$ cat src/rtl/cirno9_uart.sv
// Memory-mapped UART responder: 4-entry TX FIFO feeding an 8N1 transmitter, programmable baud divisor,
// and an optional 8N1 receiver built only when CIRNO9_UART_RX_EN is defined.
//
// TX state | meaning
// IDLE     | line high, waiting for the FIFO to become non-empty
// START    | start bit (0) for DIV cycles
// DATA     | 8 data bits LSB first, DIV cycles each
// STOP     | stop bit (1) for DIV cycles; chains straight into START if more data is queued
//
// RX state | meaning
// IDLE     | waiting for a falling edge on the synchronized line
// START    | waiting DIV/2 to re-check the start bit
// DATA     | sampling 8 data bits every DIV cycles
// STOP     | sampling the stop bit, then delivering the byte or flagging a framing error
module cirno9_uart #(
    parameter logic [15:0] DIV_RST = 16'd434,
    parameter int          TXF_AW  = 2
) (
    input  logic        clk,
    input  logic        rst_n,
    input  logic        iob_val,
    output logic        iob_rdy,
    input  logic [31:0] iob_adr,
    input  logic [3:0]  iob_wen,
    input  logic [31:0] iob_wdat,
    output logic [31:0] iob_rdat,
    output logic        uart_tx,
    input  logic        uart_rx
);
    localparam int TXF_D = 1 << TXF_AW;

    typedef enum logic [1:0] {TX_IDLE, TX_START, TX_DATA, TX_STOP} tx_state_t;

    tx_state_t   tx_st_q, tx_st_d;
    logic [15:0] tx_cnt_q, tx_cnt_d;
    logic [2:0]  tx_bit_q, tx_bit_d;
    logic [7:0]  tx_sh_q, tx_sh_d;
    logic        tx_q, tx_d;
    logic        rdy_q;
    logic [31:0] rdat_q, rdat_d;
    logic [15:0] div_q, div_d, div_eff;
    logic [7:0]  fifo_q [TXF_D];
    logic [TXF_AW:0] wr_ptr_q, wr_ptr_d, rd_ptr_q, rd_ptr_d;
    logic        empty, full, push, pop, tx_last, tx_idle;
    logic [1:0]  sel;
    logic        is_rd, is_wr;
    logic        rx_valid, rx_ovr, rx_ferr;
    logic [7:0]  rx_byte;
    logic        unused_ok;

    assign unused_ok = ^{iob_adr[31:4], iob_adr[1:0], iob_wen[3:2], iob_wdat[31:16]};

    assign sel     = iob_adr[3:2];
    assign is_rd   = iob_val && (iob_wen == 4'h0);
    assign is_wr   = iob_val && (iob_wen != 4'h0);
    assign div_eff = (div_q == 16'd0) ? 16'd1 : div_q;
    assign empty   = (wr_ptr_q == rd_ptr_q);
    assign full    = (wr_ptr_q[TXF_AW] != rd_ptr_q[TXF_AW]) &&
                     (wr_ptr_q[TXF_AW-1:0] == rd_ptr_q[TXF_AW-1:0]);
    assign push    = is_wr && (sel == 2'd0) && iob_wen[0] && (!full || pop);
    assign tx_idle = empty && (tx_st_q == TX_IDLE);
    assign tx_last = (tx_cnt_q == 16'd0);

    always_comb begin
        tx_st_d  = tx_st_q;
        tx_cnt_d = tx_last ? tx_cnt_q : tx_cnt_q - 16'd1;
        tx_bit_d = tx_bit_q;
        tx_sh_d  = tx_sh_q;
        pop      = 1'b0;
        case (tx_st_q)
            TX_IDLE: begin
                if (!empty) begin
                    pop      = 1'b1;
                    tx_sh_d  = fifo_q[rd_ptr_q[TXF_AW-1:0]];
                    tx_cnt_d = div_eff - 16'd1;
                    tx_st_d  = TX_START;
                end
            end
            TX_START: begin
                if (tx_last) begin
                    tx_cnt_d = div_eff - 16'd1;
                    tx_bit_d = 3'd0;
                    tx_st_d  = TX_DATA;
                end
            end
            TX_DATA: begin
                if (tx_last) begin
                    tx_cnt_d = div_eff - 16'd1;
                    if (tx_bit_q == 3'd7) begin
                        tx_st_d = TX_STOP;
                    end else begin
                        tx_bit_d = tx_bit_q + 3'd1;
                        tx_sh_d  = {1'b0, tx_sh_q[7:1]};
                    end
                end
            end
            TX_STOP: begin
                if (tx_last) begin
                    if (!empty) begin
                        pop      = 1'b1;
                        tx_sh_d  = fifo_q[rd_ptr_q[TXF_AW-1:0]];
                        tx_cnt_d = div_eff - 16'd1;
                        tx_st_d  = TX_START;
                    end else begin
                        tx_st_d = TX_IDLE;
                    end
                end
            end
            default: tx_st_d = TX_IDLE;
        endcase
        // Line level is registered from the next state so it changes exactly at bit boundaries.
        case (tx_st_d)
            TX_START: tx_d = 1'b0;
            TX_DATA:  tx_d = tx_sh_d[0];
            default:  tx_d = 1'b1;
        endcase
    end

    always_comb begin
        wr_ptr_d = push ? wr_ptr_q + 1'b1 : wr_ptr_q;
        rd_ptr_d = pop  ? rd_ptr_q + 1'b1 : rd_ptr_q;
        div_d    = div_q;
        if (is_wr && (sel == 2'd2)) begin
            if (iob_wen[0]) div_d[7:0]  = iob_wdat[7:0];
            if (iob_wen[1]) div_d[15:8] = iob_wdat[15:8];
        end
        rdat_d = 32'h0;
        if (is_rd) begin
            case (sel)
                2'd0:    rdat_d = {rx_valid, 23'h0, rx_byte};
                2'd1:    rdat_d = {27'h0, rx_ferr, rx_ovr, rx_valid, tx_idle, full};
                2'd2:    rdat_d = {16'h0, div_q};
                default: rdat_d = 32'h0;
            endcase
        end
    end

    always_ff @(posedge clk) begin
        if (push) fifo_q[wr_ptr_q[TXF_AW-1:0]] <= iob_wdat[7:0];
    end

    always_ff @(posedge clk or negedge rst_n) begin
        if (!rst_n) begin
            tx_st_q  <= TX_IDLE;
            tx_cnt_q <= 16'd0;
            tx_bit_q <= 3'd0;
            tx_sh_q  <= 8'h00;
            tx_q     <= 1'b1;
            rdy_q    <= 1'b0;
            rdat_q   <= 32'h0;
            div_q    <= DIV_RST;
            wr_ptr_q <= '0;
            rd_ptr_q <= '0;
        end else begin
            tx_st_q  <= tx_st_d;
            tx_cnt_q <= tx_cnt_d;
            tx_bit_q <= tx_bit_d;
            tx_sh_q  <= tx_sh_d;
            tx_q     <= tx_d;
            rdy_q    <= iob_val;
            rdat_q   <= rdat_d;
            div_q    <= div_d;
            wr_ptr_q <= wr_ptr_d;
            rd_ptr_q <= rd_ptr_d;
        end
    end

    assign iob_rdy  = rdy_q;
    assign iob_rdat = rdat_q;
    assign uart_tx  = tx_q;

`ifdef CIRNO9_UART_RX_EN
    typedef enum logic [1:0] {RX_IDLE, RX_START, RX_DATA, RX_STOP} rx_state_t;

    rx_state_t   rx_st_q, rx_st_d;
    logic [15:0] rx_cnt_q, rx_cnt_d;
    logic [2:0]  rx_bit_q, rx_bit_d;
    logic [7:0]  rx_sh_q, rx_sh_d, rx_byte_q, rx_byte_d;
    logic        rx_s1_q, rx_s2_q, rx_prev_q;
    logic        rx_valid_q, rx_valid_d, rx_ovr_q, rx_ovr_d, rx_ferr_q, rx_ferr_d;
    logic        rx_last, rx_done, ferr_set, ovr_set, rd_data, clr_ovr, clr_ferr;

    assign rx_last  = (rx_cnt_q == 16'd0);
    assign rd_data  = is_rd && (sel == 2'd0);
    assign clr_ovr  = is_wr && (sel == 2'd1) && iob_wen[0] && iob_wdat[3];
    assign clr_ferr = is_wr && (sel == 2'd1) && iob_wen[0] && iob_wdat[4];

    always_comb begin
        rx_st_d  = rx_st_q;
        rx_cnt_d = rx_last ? rx_cnt_q : rx_cnt_q - 16'd1;
        rx_bit_d = rx_bit_q;
        rx_sh_d  = rx_sh_q;
        rx_done  = 1'b0;
        ferr_set = 1'b0;
        case (rx_st_q)
            RX_IDLE: begin
                if (rx_prev_q && !rx_s2_q) begin
                    rx_cnt_d = div_eff >> 1;
                    rx_st_d  = RX_START;
                end
            end
            RX_START: begin
                if (rx_last) begin
                    if (rx_s2_q) begin
                        rx_st_d = RX_IDLE;
                    end else begin
                        rx_cnt_d = div_eff - 16'd1;
                        rx_bit_d = 3'd0;
                        rx_st_d  = RX_DATA;
                    end
                end
            end
            RX_DATA: begin
                if (rx_last) begin
                    rx_sh_d  = {rx_s2_q, rx_sh_q[7:1]};
                    rx_cnt_d = div_eff - 16'd1;
                    rx_bit_d = rx_bit_q + 3'd1;
                    if (rx_bit_q == 3'd7) rx_st_d = RX_STOP;
                end
            end
            RX_STOP: begin
                if (rx_last) begin
                    rx_st_d  = RX_IDLE;
                    rx_done  = rx_s2_q;
                    ferr_set = !rx_s2_q;
                end
            end
            default: rx_st_d = RX_IDLE;
        endcase
        // A read racing a completing byte hands the slot straight to the new byte.
        rx_valid_d = rx_valid_q;
        rx_byte_d  = rx_byte_q;
        ovr_set    = 1'b0;
        if (rx_done && (!rx_valid_q || rd_data)) begin
            rx_byte_d  = rx_sh_q;
            rx_valid_d = 1'b1;
        end else begin
            ovr_set = rx_done;
            if (rd_data) rx_valid_d = 1'b0;
        end
        rx_ovr_d  = (rx_ovr_q && !clr_ovr) || ovr_set;
        rx_ferr_d = (rx_ferr_q && !clr_ferr) || ferr_set;
    end

    always_ff @(posedge clk or negedge rst_n) begin
        if (!rst_n) begin
            rx_st_q    <= RX_IDLE;
            rx_cnt_q   <= 16'd0;
            rx_bit_q   <= 3'd0;
            rx_sh_q    <= 8'h00;
            rx_byte_q  <= 8'h00;
            rx_s1_q    <= 1'b1;
            rx_s2_q    <= 1'b1;
            rx_prev_q  <= 1'b1;
            rx_valid_q <= 1'b0;
            rx_ovr_q   <= 1'b0;
            rx_ferr_q  <= 1'b0;
        end else begin
            rx_st_q    <= rx_st_d;
            rx_cnt_q   <= rx_cnt_d;
            rx_bit_q   <= rx_bit_d;
            rx_sh_q    <= rx_sh_d;
            rx_byte_q  <= rx_byte_d;
            rx_s1_q    <= uart_rx;
            rx_s2_q    <= rx_s1_q;
            rx_prev_q  <= rx_s2_q;
            rx_valid_q <= rx_valid_d;
            rx_ovr_q   <= rx_ovr_d;
            rx_ferr_q  <= rx_ferr_d;
        end
    end

    assign rx_valid = rx_valid_q;
    assign rx_ovr   = rx_ovr_q;
    assign rx_ferr  = rx_ferr_q;
    assign rx_byte  = rx_byte_q;
`else
    logic unused_rx;

    assign unused_rx = uart_rx;
    assign rx_valid  = 1'b0;
    assign rx_ovr    = 1'b0;
    assign rx_ferr   = 1'b0;
    assign rx_byte   = 8'h00;
`endif

endmodule
$ cat config.mk
export PLATFORM = sky130hd
export DESIGN_NAME = cirno9_uart
export DESIGN_NICKNAME = d
export VERILOG_FILES = /design/src/rtl/cirno9_uart.sv
export SDC_FILE = /design/constraint.sdc
export NUM_CORES = 1
export LEC_CHECK = 0
export CAP_MARGIN = 40
export CORE_ASPECT_RATIO = 0.5
export CORE_UTILIZATION = 45
export DETAILED_ROUTE_END_ITERATION = 8
export PLACE_DENSITY_LB_ADDON = 0.12
export SYNTH_ARGS = -nofsm -noshare
export SYNTH_HDL_FRONTEND = slang
export SYNTH_SLANG_ARGS = --single-unit
$ cat constraint.sdc
create_clock -name clk -period 3.1 [get_ports clk]
set_clock_uncertainty 0.15 [all_clocks]
set_input_delay 0.31 -clock clk [delete_from_list [all_inputs] [get_ports clk]]
set_output_delay 0.31 -clock clk [all_outputs]
set_load 0.05 [all_outputs]
Word level (Yosys, flattened, before mapping)
Memory sizes are Yosys's and may differ from the RTL's.
Index checks and enable logic that the tools add are counted.
{"block": "classes", "n_addsub": 5, "magnitude_cmp": 0, "div_mod_pow": 0, "mul": 0, "n_reduce_logical": 23, "n_shift": 0, "n_eq_ne": 15, "muxes": 30, "bitwise": 0}
{"op": "$mux 16", "count": 6}
{"op": "$pmux 16 s3", "count": 1}
{"op": "$logic_not 16->1", "count": 2}
{"op": "$mux 8", "count": 4}
{"op": "$pmux 16 s2", "count": 1}
{"op": "$sub 16x1->16 const B", "count": 2}
{"op": "$pmux 8 s3", "count": 1}
{"op": "$mux 2", "count": 5}
{"op": "$add 3x1->3 const B", "count": 3}
{"op": "$mux 3", "count": 3}
{"op": "$eq 2x2->1 const B", "count": 4}
{"op": "$logic_and 1x1->1", "count": 8}
{"op": "$ne 2x2->1 const B", "count": 4}
{"op": "$pmux 2 s4", "count": 1}
{"op": "$reduce_and 4->1", "count": 2}
{"op": "$eq 2x1->1 const B", "count": 3}
{"op": "$pmux 3 s2", "count": 1}
{"op": "$mux 1", "count": 5}
{"op": "$logic_not 2->1", "count": 2}
{"op": "$logic_not 4->1", "count": 1}
{"op": "$pmux 1 s2", "count": 2}
{"op": "$reduce_and 2->1", "count": 2}
{"op": "$reduce_bool 4->1", "count": 1}
{"op": "$eq 3x3->1", "count": 1}
{"op": "8 further kinds", "count": 8}
{"block": "word_totals", "register_bits": 85, "out_inout_bits": 34, "word_cells": 86, "romBits": 0, "mem_bits_rw": 32, "memories": 1, "latch_bits": 0}
{"memory": "fifo_q", "depth": 4, "width": 8, "rd": 1, "rd_ports_with_merged_regs": 0, "write_ports": 1, "line_no": "42", "rtl": "logic [7:0] fifo_q [TXF_D];"}

Longest topological paths before layout
{"block": "depth", "depth_word": 8, "ltp_mapped": 10, "depth_no_buf": 9}

Worst setup path after synthesis
Ideal clock, no wire load.
{"block": "synth_path", "path_kind": "register to register", "start": "register tx_cnt_q[0]", "end": "memory fifo_q[0][0], enable pin", "t_arrival_ns": 2.246, "stages_incl_launch_ff": 8, "n_path_buf": 0, "period_less_slack_ns": 2.767, "path_slack_ns": 0.333, "required_ns": 2.579, "path_cell_list": "dfrtp_1 > inv_1 > ha_1 > nor3b_2 > nand4_4 > a2111oi_4 > o2111ai_4 > nor2_1"}
{"block": "synth_via", "elab_chain_len": 7}
{"element": "from (decl)", "line_no": "35", "rtl": "logic [15:0] tx_cnt_q, tx_cnt_d;"}
{"element": "from (signal assigned)", "line_no": "156", "rtl": "tx_cnt_q <= tx_cnt_d;"}
{"element": "$logic_not 16->1", "line_no": "62", "rtl": "assign tx_last = (tx_cnt_q == 16'd0);"}
{"element": "$mux 1", "line_no": "98", "rtl": "if (tx_last) begin"}
{"element": "$pmux 1 s2", "line_no": "70", "rtl": "case (tx_st_q)"}
{"element": "$logic_or 1x1->1", "line_no": "60", "rtl": "assign push = is_wr && (sel == 2'd0) && iob_wen[0] && (!full || pop);"}
{"element": "$logic_and 1x1->1", "line_no": "60"}
{"element": "$mux 1", "line_no": "139", "rtl": "if (push) fifo_q[wr_ptr_q[TXF_AW-1:0]] <= iob_wdat[7:0];"}
{"element": "$mux 1 (implied by the code)", "line_no": "139"}
{"element": "to (decl)", "line_no": "42"}
No other way between the ends.

Worst setup path after layout
{"block": "layout_path", "start": "register div_q[11]", "end": "register tx_cnt_q[14]"}
{"block": "layout_via", "elab_chain_len": 6, "elab_cells_between_ends": 7, "cone_classes": "add/sub: 1; mux: 5; reduce/logical: 1"}
{"element": "from (decl)", "line_no": "41", "rtl": "logic [15:0] div_q, div_d, div_eff;"}
{"element": "from (signal assigned)", "line_no": "162", "rtl": "div_q <= div_d;"}
{"element": "$logic_not 16->1", "line_no": "56", "rtl": "assign div_eff = (div_q == 16'd0) ? 16'd1 : div_q;"}
{"element": "$mux 16 (*)", "line_no": "56"}
{"element": "$sub 16x1->16 (*)"}
{"element": "$mux 16", "line_no": "72, 99"}
{"element": "$mux 16", "line_no": "98"}
{"element": "$pmux 16 s3 (*)", "line_no": "70"}
{"element": "via tx_cnt_d[14]", "line_no": "35"}
Mark *: on every way through the listed nets, which the timed path passes. The rest lies on a longest branch.
A chain may end at the register's enable or synchronous reset.

==> parameters.txt <==
Parameter                              Value

Clock network
  Clk sink count    101
  Number of clock buffers inserted by TritonCTS    9
  Clock tree from TritonCTS    built
  Worst-path clk slew    0.07 ns
  CTS root buffer    sky130_fd_sc_hd__clkbuf_16
  H-tree depth    3
  Maximum number of buffers from clock root to sink    2
  Source-to-sink clock delay at the later pin of the worst-skew pair    0.34 ns

Setup path
  Critical path's top delay family    simple AND/OR/NAND/NOR gates
  CP Data Required Time    3.18 ns
  Sequence of cells on the critical path    or4_4 -> nor4b_1 -> buf_4 -> a31oi_1 -> ha_1 -> nand3_2 -> nor2_1 -> nand3_1 -> xor2_1 -> o22ai_1
  Library cell contributing the largest single delay on the critical path    sky130_fd_sc_hd__or4_4
  Critical Path AT    2.93 ns
  Element type at the critical path end    flip-flop
  Worst-path fanout max    7
  Crit Reg-Reg Endpoint    tx_cnt_q[14]$_DFF_PN0_
  R2R Path Start    div_q[11]$_DFFE_PN0P_
  Slack of the worst reg-to-reg path    0.24 ns
  Startpoint class of the critical path    flip-flop
  Crit path buffers/inverters    1
  Delay of the slowest critical-path stage    0.59 ns
  Length in cells of the worst reg-to-reg path    10
  Startpoint-to-endpoint class of the critical path    reg2reg

Global routing
  Combined global-route utilization of all metal layers    0.191
  Number of global-route vias before repair    3,289
  Remaining global-route overflow    0
  Maximum number of pins on one net before global-route repair    70
  First-pass GRT wire length    17,300 um
  Antenna violations before repair    0

Layout
  Sequential Area    2700 um^2
  Ant diodes    0
  Relative area change from synthesis to final layout    18.6%
  Number of filler instances in the final layout    946
  Fraction of final layout cells sized beyond drive strength 1    0.173
  Final Cell Area    6080 um^2
  Multi-input combinational cell area    2250 um^2
  Final net count    576

Route
  Overall via count from detail_route    3,450
  DRT Wirelength    10,300 um
  Length of the first detailed-routing pass in iterations    4
  Remaining routing DRC violations    0
  Iter 0 DRT Violations    176
  Via density per instance    5.42
  Routed len/inst    16.2 um
  Final antenna-violating net count    0

STA
  Slew Viols, Final    0
  Final setup violation count    0
  Shortest period the worst path allows    2.86 ns
  Post-route setup TNS    0 ns
  Share of the cycle needed by the critical path after routing    0.921
  Unrepaired setup endpoints after global routing    false
  Achievable frequency    350 MHz
  Final Hold Violating Endpoints    0
  Worst rel slew slack    0.562
  Tightest Pin Transition    0.654 ns

Yosys
  Synth async-reset ratio    0.683
  Number of synthesized register bits    101
  Combined area of all synthesized cells    5120 um^2
  Post-synthesis cell type count    57
  Synthesized area divided by synthesized cell count    12.1 um^2
  Post-synthesis sequential area ratio    0.526
  Number of enable flip-flop cells after synthesis    32
  Prevailing post-synth register cell    sky130_fd_sc_hd__dfrtp_1
  Count of synthesis-stage warnings from yosys    0
  Instance count of the mapped netlist    423

Place
  Global placement routability congestion    0.821
  Detailed placer's ending HPWL    7400 um
  Placed inst area    5780 um^2
  IO Port Bufs    42

Pwr
  Worst supply voltage drop on vdd    0.376 mV
  Leakage power of the design    2.45 nW
  Power per Cell Area    852 nW/um^2

Floorplanning
  Top-level port count    106
  Floorplan Core Area    11,000 um^2
  Initial core utilization    0.464
  Floorplan die area    11,800 um^2
  X dimension of the die    153 um
  Height of the chip    77.4 um
  Number of placement rows    27

Hold path
  Min-Delay Startpoint    wr_ptr_q[2]$_DFFE_PN0P_
  Path type of the worst min-delay path    reg2reg
  Worst hold path depth    1
  Sink of the worst hold path    wr_ptr_q[2]$_DFFE_PN0P_

Run
  Max-cap viol count    0

Status
  Outcome    complete, no violations
## flip-flops by register name, indices dropped and copies added, names as in the netlist
signal and flops:
fifo_q 32, div_q 16, iob_rdat 16, tx_cnt_q 16, tx_sh_q 8, rd_ptr_q 3, tx_bit_q 3, wr_ptr_q 3
tx_st_q 2, iob_rdy 1, uart_tx 1
## worst max path at each step
stage / from / end / slack [ns] / depth (start not counted)
3_5_place_dp: div_q[11]$_DFFE_PN0P_ / tx_cnt_q[14]$_DFF_PN0_ / 0.15 / 10
5_1_grt: div_q[11]$_DFFE_PN0P_ / tx_cnt_q[14]$_DFF_PN0_ / 0.07 / 10
6_report: div_q[11]$_DFFE_PN0P_ / tx_cnt_q[14]$_DFF_PN0_ / 0.24 / 10
3_3_place_gp: div_q[11]$_DFFE_PN0P_ / tx_cnt_q[14]$_DFF_PN0_ / 0.10 / 10
2_1_floorplan: tx_cnt_q[0]$_DFF_PN0_ / fifo_q[0][0]$_DFFE_PP_ / 0.33 / 7
4_1_cts: div_q[11]$_DFFE_PN0P_ / tx_cnt_q[14]$_DFF_PN0_ / 0.13 / 10
## area by class of cell
| type | count | share of cell area |
|---|---|---|
| clock inverter | 7 | 0.00927 |
| timing repair buffer | 64 | 0.0980 |
| multi-input combinational | 293 | 0.371 |
| sequential | 101 | 0.444 |
| inverter | 18 | 0.0111 |
| clock buffer | 9 | 0.0371 |
| tap | 145 | 0.0299 |
## cells in the final DEF, fill, tap and decap left out, types with 5 or more instances in the layout
cell / netlist / routed
sky130_fd_sc_hd__nand3_1: 8 / 7
sky130_fd_sc_hd__conb_1: 1 / 16
sky130_fd_sc_hd__nand2_1: 21 / 21
sky130_fd_sc_hd__nor2_1: 26 / 26
sky130_fd_sc_hd__mux2i_1: 5 / 5
sky130_fd_sc_hd__dfstp_2: 6 / 6
sky130_fd_sc_hd__clkdlybuf4s50_1: 0 / 41
sky130_fd_sc_hd__mux4_2: 8 / 8
sky130_fd_sc_hd__a21oi_1: 13 / 13
sky130_fd_sc_hd__inv_1: 17 / 17
sky130_fd_sc_hd__a22o_1: 12 / 12
sky130_fd_sc_hd__edfxtp_1: 32 / 32
sky130_fd_sc_hd__a31oi_1: 6 / 6
sky130_fd_sc_hd__nor4_1: 7 / 7
sky130_fd_sc_hd__ha_1: 17 / 17
sky130_fd_sc_hd__or3_1: 5 / 5
sky130_fd_sc_hd__o22ai_1: 14 / 14
sky130_fd_sc_hd__nor3_1: 19 / 19
sky130_fd_sc_hd__and2_1: 14 / 14
sky130_fd_sc_hd__xnor2_1: 18 / 18
sky130_fd_sc_hd__buf_4: 17 / 20
sky130_fd_sc_hd__clkbuf_16: 0 / 9
sky130_fd_sc_hd__dfrtp_1: 63 / 63
sky130_fd_sc_hd__xor2_1: 12 / 12
sky130_fd_sc_hd__mux2_2: 17 / 17
sky130_fd_sc_hd__o21ai_0: 8 / 8
## routing by layer
| metal | GRT usage | wire length, um | share of wire | vias to the layer above |
|---|---|---|---|---|
| met2 | 0.288 | 4490 | 0.44 | 76 |
| met4 | 0.0515 | 119 | 0.012 | 0 |
| met3 | 0.0475 | 380 | 0.037 | 10 |
| met5 | 0 | 0 | 0 | - |
| li1 | - | - | - | 1674 |
| met1 | 0.273 | 5310 | 0.52 | 1690 |
## synthesized netlist by cell type, types with 2 or more instances
cell type | count | area, um^2
sky130_fd_sc_hd__o31a_1 | 3 | 26.3
sky130_fd_sc_hd__nor3_1 | 19 | 95.1
sky130_fd_sc_hd__or3b_2 | 2 | 17.5
sky130_fd_sc_hd__mux4_2 | 8 | 180
sky130_fd_sc_hd__dfstp_2 | 6 | 158
sky130_fd_sc_hd__o31ai_1 | 2 | 15.0
sky130_fd_sc_hd__nand2b_1 | 2 | 12.5
sky130_fd_sc_hd__or4_1 | 2 | 15.0
sky130_fd_sc_hd__o211ai_1 | 2 | 15.0
sky130_fd_sc_hd__a21oi_1 | 13 | 65.1
sky130_fd_sc_hd__a32o_1 | 2 | 20.0
sky130_fd_sc_hd__nor4_4 | 3 | 63.8
sky130_fd_sc_hd__nand3_1 | 8 | 40.0
sky130_fd_sc_hd__buf_2 | 3 | 15.0
sky130_fd_sc_hd__nor4_1 | 7 | 43.8
sky130_fd_sc_hd__or3_1 | 5 | 31.3
sky130_fd_sc_hd__clkbuf_1 | 6 | 22.5
sky130_fd_sc_hd__ha_1 | 17 | 213
sky130_fd_sc_hd__mux2_2 | 17 | 191
sky130_fd_sc_hd__nor2_1 | 26 | 97.6
sky130_fd_sc_hd__o22ai_1 | 14 | 87.6
sky130_fd_sc_hd__dfrtp_1 | 63 | 1580
sky130_fd_sc_hd__mux2i_1 | 5 | 50.1
sky130_fd_sc_hd__a22oi_1 | 3 | 22.5
sky130_fd_sc_hd__nor4b_1 | 2 | 17.5
sky130_fd_sc_hd__a31oi_1 | 6 | 37.5
sky130_fd_sc_hd__buf_4 | 17 | 128
sky130_fd_sc_hd__inv_1 | 17 | 63.8
sky130_fd_sc_hd__o221ai_1 | 2 | 17.5
sky130_fd_sc_hd__xor2_1 | 12 | 105
sky130_fd_sc_hd__and2_1 | 14 | 87.6
sky130_fd_sc_hd__o21ai_0 | 8 | 40.0
sky130_fd_sc_hd__edfxtp_1 | 32 | 961
sky130_fd_sc_hd__nand2_1 | 21 | 78.8
sky130_fd_sc_hd__o32ai_1 | 2 | 17.5
sky130_fd_sc_hd__xnor2_1 | 18 | 158
sky130_fd_sc_hd__a22o_1 | 12 | 105
sky130_fd_sc_hd__and3_1 | 3 | 18.8
## worst reg2reg max path, stage by stage (launching register included)
cell and delay, ns:
sky130_fd_sc_hd__dfrtp_1 0.45, sky130_fd_sc_hd__or4_4 0.59, sky130_fd_sc_hd__nor4b_1 0.32, sky130_fd_sc_hd__buf_4 0.18
sky130_fd_sc_hd__a31oi_1 0.15, sky130_fd_sc_hd__ha_1 0.29, sky130_fd_sc_hd__nand3_2 0.14, sky130_fd_sc_hd__nor2_1 0.08
sky130_fd_sc_hd__nand3_1 0.10, sky130_fd_sc_hd__xor2_1 0.20, sky130_fd_sc_hd__o22ai_1 0.10
## power breakdown
| group | leakage (nW) | internal (W) | switching [W] |
|---|---|---|---|
| combinational | 1.13 | 0.000982 | 0.00125 |
| sequential | 1.18 | 0.00161 | 0.000256 |
| clock | 0.139 | 0.000557 | 0.000517 |
| total | 2.45 | 0.00315 | 0.00203 |
## logic make-up after synthesis
logic type               share of synthesized area
buffers and inverters                       0.0454
multiplexers                                0.0853
AND/OR/NAND/NOR                              0.139
XOR/XNOR                                    0.0513
flip-flops                                   0.526
AO/OA/AOI/OAI                                0.110
adder cells (fa/ha/maj)                     0.0415
other                                     0.000732
## stage by stage
step                hold slack (ns)  setup WS [ns]  power (W)  utilization  instances
global route                  0.359         0.0693    0.00556        0.550        637
floorplan                    -0.136          0.333    0.00352            -        438
CTS                           0.341          0.127    0.00523        0.550        637
global placement              0.218          0.102    0.00410        0.523        620
finish                        0.342          0.244    0.00518        0.550        637
detailed placement            0.218          0.147    0.00413        0.523        620
## timing repair
action | CTS | global route
resized for setup | 0 | 1
endpoints found under the setup margin | 0 | 1
endpoints found under the hold margin | 63 | 0
buffers inserted | 0 | 0
hold buffers | 1 | 0
Note: power is estimated with default switching activity, not from simulation.
